**src/rtl/bcd_time_counter.sv**
```systemverilog
// MM:SS BCD time counter with a 1 Hz prescaler, up/down counting, clamped load
// and one-cycle tick/wrap pulses aligned with the new digit values.
module bcd_time_counter #(
    parameter int TICK_DIV     = 50000000,
    parameter bit STOP_AT_ZERO = 1'b1
) (
    input  logic       clk,
    input  logic       reset,
    input  logic       run,
    input  logic       count_down,
    input  logic       load,
    input  logic [3:0] ld_d0,
    input  logic [3:0] ld_d1,
    input  logic [3:0] ld_d2,
    input  logic [3:0] ld_d3,
    output logic [3:0] current0,
    output logic [3:0] current1,
    output logic [3:0] current2,
    output logic [3:0] current3,
    output logic       sec_tick,
    output logic       wrap,
    output logic       at_zero
);

    localparam int PW = (TICK_DIV > 2) ? $clog2(TICK_DIV) : 1;
    localparam logic [PW-1:0] PRESC_TOP = PW'(TICK_DIV - 1);

    logic [PW-1:0] presc;
    logic [3:0]    d0, d1, d2, d3;
    logic [3:0]    n0, n1, n2, n3;
    logic          n_wrap;
    logic          tick;
    logic          is_zero;

    function automatic logic [3:0] clamp_units(input logic [3:0] v);
        return (v > 4'd9) ? 4'd9 : v;
    endfunction

    function automatic logic [3:0] clamp_tens(input logic [3:0] v);
        return (v > 4'd5) ? 4'd5 : v;
    endfunction

    assign is_zero  = (d0 == 4'd0) && (d1 == 4'd0) && (d2 == 4'd0) && (d3 == 4'd0);
    assign tick     = run && (presc == PRESC_TOP);
    assign at_zero  = is_zero;
    assign current0 = d0;
    assign current1 = d1;
    assign current2 = d2;
    assign current3 = d3;

    // Next-digit carry/borrow chain; only consumed on a tick edge.
    always_comb begin
        n0     = d0;
        n1     = d1;
        n2     = d2;
        n3     = d3;
        n_wrap = 1'b0;
        if (!count_down) begin
            if (d0 == 4'd9) begin
                n0 = 4'd0;
                if (d1 == 4'd5) begin
                    n1 = 4'd0;
                    if (d2 == 4'd9) begin
                        n2 = 4'd0;
                        if (d3 == 4'd5) begin
                            n3     = 4'd0;
                            n_wrap = 1'b1;
                        end else begin
                            n3 = d3 + 4'd1;
                        end
                    end else begin
                        n2 = d2 + 4'd1;
                    end
                end else begin
                    n1 = d1 + 4'd1;
                end
            end else begin
                n0 = d0 + 4'd1;
            end
        end else if (!(is_zero && STOP_AT_ZERO)) begin
            // Countdown: at 00:00 this either holds (above) or rolls to 59:59.
            n_wrap = is_zero;
            if (d0 == 4'd0) begin
                n0 = 4'd9;
                if (d1 == 4'd0) begin
                    n1 = 4'd5;
                    if (d2 == 4'd0) begin
                        n2 = 4'd9;
                        n3 = (d3 == 4'd0) ? 4'd5 : d3 - 4'd1;
                    end else begin
                        n2 = d2 - 4'd1;
                    end
                end else begin
                    n1 = d1 - 4'd1;
                end
            end else begin
                n0 = d0 - 4'd1;
            end
        end
    end

    always_ff @(posedge clk) begin
        if (reset) begin
            presc    <= '0;
            d0       <= 4'd0;
            d1       <= 4'd0;
            d2       <= 4'd0;
            d3       <= 4'd0;
            sec_tick <= 1'b0;
            wrap     <= 1'b0;
        end else if (load) begin
            // A load on a tick edge discards that tick.
            presc    <= '0;
            d0       <= clamp_units(ld_d0);
            d1       <= clamp_tens(ld_d1);
            d2       <= clamp_units(ld_d2);
            d3       <= clamp_tens(ld_d3);
            sec_tick <= 1'b0;
            wrap     <= 1'b0;
        end else if (tick) begin
            presc    <= '0;
            d0       <= n0;
            d1       <= n1;
            d2       <= n2;
            d3       <= n3;
            sec_tick <= 1'b1;
            wrap     <= n_wrap;
        end else begin
            if (run) begin
                presc <= presc + PW'(1);
            end
            sec_tick <= 1'b0;
            wrap     <= 1'b0;
        end
    end

endmodule

```
**config.mk**
```make
export PLATFORM = sky130hd
export DESIGN_NAME = bcd_time_counter
export DESIGN_NICKNAME = d
export VERILOG_FILES = /design/src/rtl/bcd_time_counter.sv
export SDC_FILE = /design/constraint.sdc
export NUM_CORES = 1
export LEC_CHECK = 0
export CORE_ASPECT_RATIO = 0.7
export CORE_MARGIN = 3
export CORE_UTILIZATION = 45
export CTS_CLUSTER_DIAMETER = 30
export DETAILED_ROUTE_END_ITERATION = 16
export PLACE_DENSITY = 0.68
export SETUP_SLACK_MARGIN = 0.1
export SKIP_CTS_REPAIR_TIMING = 1
export SYNTH_ARGS = -nofsm -noshare
export SYNTH_HDL_FRONTEND = slang
export SYNTH_SLANG_ARGS = --single-unit
export TNS_END_PERCENT = 10
```
**constraint.sdc**
```tcl
create_clock -name clk -period 3.5 [get_ports clk]
set_input_delay 1.05 -clock clk [delete_from_list [all_inputs] [get_ports clk]]
set_output_delay 1.05 -clock clk [all_outputs]
set_load 0.05 [all_outputs]
```
; ---- After elaboration in Yosys (flattened, before gate mapping)
; Index checks and enable logic that the tools add are counted.
; W data, S select, Z words.
[classes]
order_cmp = 4
n_eq_ne = 9
shifts = 0
n_div = 0
muxes = 42
bitwise = 4
reduce_logical = 19
addsub = 9
multipliers = 0
[ops]
columns = cell, count
row1 = $mux W4, 40
row2 = $add A26 B1 Y26 const B, 1
row3 = $eq A26 B26 Y1 const B, 1
row4 = $add A4 B1 Y4 const B, 4
row5 = $logic_not A4 Y1, 4
row6 = $sub A4 B1 Y4 const B, 4
row7 = $ne A3 B1 Y1 const B, 3
row8 = $reduce_bool A3 Y1, 3
row9 = $eq A4 B3 Y1 const B, 2
row10 = $eq A4 B4 Y1 const B, 2
row11 = $gt A4 B3 Y1 const B, 2
row12 = $gt A4 B4 Y1 const B, 2
row13 = $reduce_and A8 Y1, 1
row14 = $reduce_or A7 Y1, 1
row15 = $reduce_and A6 Y1, 1
row16 = $logic_and A1 B1 Y1, 4
row17 = $not A1 Y1, 4
row18 = $reduce_and A4 Y1, 1
row19 = $ne A3 B3 Y1 const B, 1
row20 = $reduce_or A3 Y1, 1
row21 = $mux W1, 2
row22 = $reduce_and A2 Y1, 1
row23 = $reduce_bool A2 Y1, 1
row24 = $reduce_or A2 Y1, 1
[totals]
elab_cells = 94
output_inout_bits = 19
latch_bits = 0
rom_bits = 0
ff_bits = 44
mem_count = 0
ramBits = 0
in_bits = 21

; ---- Longest topological paths before layout
[logic_depth]
word_depth = 9
depth_mapped = 8
ltp_nobuf = 5

; ---- Worst setup path before layout
; No wires, ideal clock.
[synth_timing]
path_type = register to output
startpoint = reg d1[3], in the netlist current1[3]
endpoint = out at_zero
stages_incl_launch_ff = 5
path_buffers = 1
required_ns = 2.450
t_arrival_ns = 1.835
slack_ns = 0.615
path_cell_list = dfxtp_1 > buf_6 > or4_4 > and4b_2 > and2_2
[synth_between]
elab_chain_cells = 4
[synth_lines]
columns = item, line_no
row1 = from (decl), 29  ; logic [3:0] d0, d1, d2, d3;
row2 = from (signal assigned), 115  ; d1 <= clamp_tens(ld_d1);
row3 = from (signal assigned), 123  ; d1 <= n1;
row4 = $logic_not A4 Y1, 43  ; assign is_zero = (d0 == 4'd0) && (d1 == 4'd0) && (d2 == 4'd0) && (d3 == 4'd0);
row5 = $logic_and A1 B1 Y1 (3 in series), 43
row6 = to (decl), 22  ; output logic at_zero
; Every way passes these cells.

; ---- Worst setup path in the final report
[layout_timing]
startpoint = reg d1[1], in the netlist current1[1]
endpoint = out at_zero
; Same word-level chain as after synthesis.

==> flow_summary.ini <==
[worst_setup_path]
cp-end-kind = primary output
worstSetupStartpointType = flip-flop
crit_type = reg2out
required_ps = 2450
cp_max_fo = 9
r2r_cells = 6
crit_arrival_ps = 1990

[detailed_routing]
wire_per_inst_um = 14.6
num_vias = 2575
drcViolationCount = 0
drt_iter0_drc = 201
wl_um = 6680
avgViaCountPerCell = 5.62
first_pass_iters = 4
route.antenna.remaining_nets = 0

[timing]
finalSetupTns_ps = 0
finalHoldViolCount = 0
setup_viol_count_final = 0
period_needed_ps = 3040
holdWs_ps = 536
fmax_ghz = 0.329
fin_skew_ps = 9.59
finalCritPeriodShare_pct = 86.9
max_slew.worst_pin.slew_ps = 510
maxSlewHeadroom_pct = 66.0
rsz0062_at_grt = false
drv_slew = 0

[global_routing]
gr-total-overflow = 0
grt_pass1_wl_um = 11300
antenna_found_initial = 0
track_usage_pct = 18.9
grt_pass1_vias = 2237
grt_max_degree = 26

[final_layout]
final_cell_mix = dfxtp_1, nor2_1, clkdlybuf4s50_1
antenna_cells = 0
layout_commonest_cell = dfxtp_1
fill_cells = 537
fin_util_pct = 57.4
layout-drive-gt1-share_pct = 11.0
fin_cells = 458
syn2layout_area_growth_pct = 18.8
fin_nets = 404

[clocking]
clkTransAtPathRegs_ps = 90
clock_latency_ps = 300
cts_htree_levels = 2
cts_sinks = 44
cts_buffers = 5
cts_root_buffer = clkbuf_8
clk_path_buf_depth = 2
cts_tree = built

[power]
ir_worst_vdd_uv = 159
power.density_nw_per_um2 = 340
p_leak_nw = 1.13
total_power_w = 0.00116

[synth]
yosysSeqAreaShare_pct = 30.6
ys_types = 73
ys.flop_type = dfxtp_1
async_flop_share_pct = 0
yosysWarnings = 0
netlist_area_um2 = 2880
netlist_instances = 351
synth_nets = 373
syn-mean-instance-area_um2 = 8.20
synth-seq-cells = 44
synth_edf_count = 0

[hold_path]
hold_class = reg2reg
worstHoldPathCells = 2

[floorplan]
num_rows = 23
boundaryPins = 40
core_um2 = 5960
initial_utilization_pct = 48.3
fp.dieArea_um2 = 7400
die_x_um = 102
die_h_um = 72.9

[placement]
dp_hpwl_um = 4820
dp.cells = 450
placement.io_buffers = 39
gp_routability_congestion = 0.839

[run]
maxCapViolCount = 0

[outcome]
outcome = finished, final reports clean
==> through the flow <==
step	worst slack [ps]	instance area (um^2)
6_report	459	3420
5_1_grt	388	3420
4_1_cts	454	3420
3_5_place_dp	271	3310
3_3_place_gp	340	3310
2_1_floorplan	615	2880
==> layout make-up <==
class / instances / area, um^2 / area share (%)
Clock buffer: 5 / 68.8 / 2.01
Sequential cell: 44 / 881 / 25.8
Clock inverter: 3 / 42.5 / 1.24
Tap cell: 75 / 93.8 / 2.75
Multi-Input combinational cell: 272 / 1820 / 53.2
Timing Repair Buffer: 49 / 475 / 13.9
Inverter: 10 / 37.5 / 1.10
==> kinds of logic (layout without fill, tap and decap cells) <==
logic type	after synthesis	count (layout)	synth area share [%]
adders and majority gates	1	1	0.435
muxes	12	12	4.31
DFF	44	44	30.6
xor gates and xnor gates	30	30	9.13
buffers and inverters	35	67	6.13
and+or+nand+nor	160	160	30.9
AOI/OAI and AO/OA	69	69	18.4
==> power by group <==
part	leakage, nW	internal [W]	switching (W)
registers	0.357	0.000512	0.0000315
clock network	0.0541	0.000211	0.000184
logic	0.722	0.000103	0.000121
==> synthesized netlist by cell type (9+ instances only) <==
library cell,number,share of area (%)
dfxtp_1,44,31
nor2_1,41,5.4
nand2_1,23,3.0
xnor2_1,19,5.8
clkbuf_1,12,1.6
nor3_1,12,2.1
a21oi_1,11,1.9
o21ai_0,11,1.9
xor2_1,11,3.3
inv_1,10,1.3
nand2b_1,10,2.2
nand3_1,10,1.7
nor2b_1,10,2.2
mux2i_1,9,3.1
nor4_1,9,2.0
==> sequential cells by signal, summed over array words and instances (netlist names) <==
register  flops
presc        26
current0      4
current1      4
current2      4
current3      4
sec_tick      1
wrap          1
==> critical path, cell delays in order, from the launching register on <==
cell and delay (ps):
dfxtp_1 410, or4_4 570, and4b_2 350, and2_2 160, buf_4 190
==> worst paths after layout <==
path	startpoint	to	slack [ps]
setup / recovery	current1[1]	at_zero	460
hold / removal	presc[4]	presc[4]	540
setup reg to reg	current1[1]	current3[3]	1150
hold reg to reg	presc[4]	presc[4]	540
==> routing by layer <==
metal | part of all wire [%] | track usage [%]
met4 | 0.66 | 4.28
met1 | 54 | 30.8
met2 | 40 | 24.6
met3 | 5.1 | 4.11
met5 | 0 | 0
Note: power is estimated with default switching activity, not from simulation.
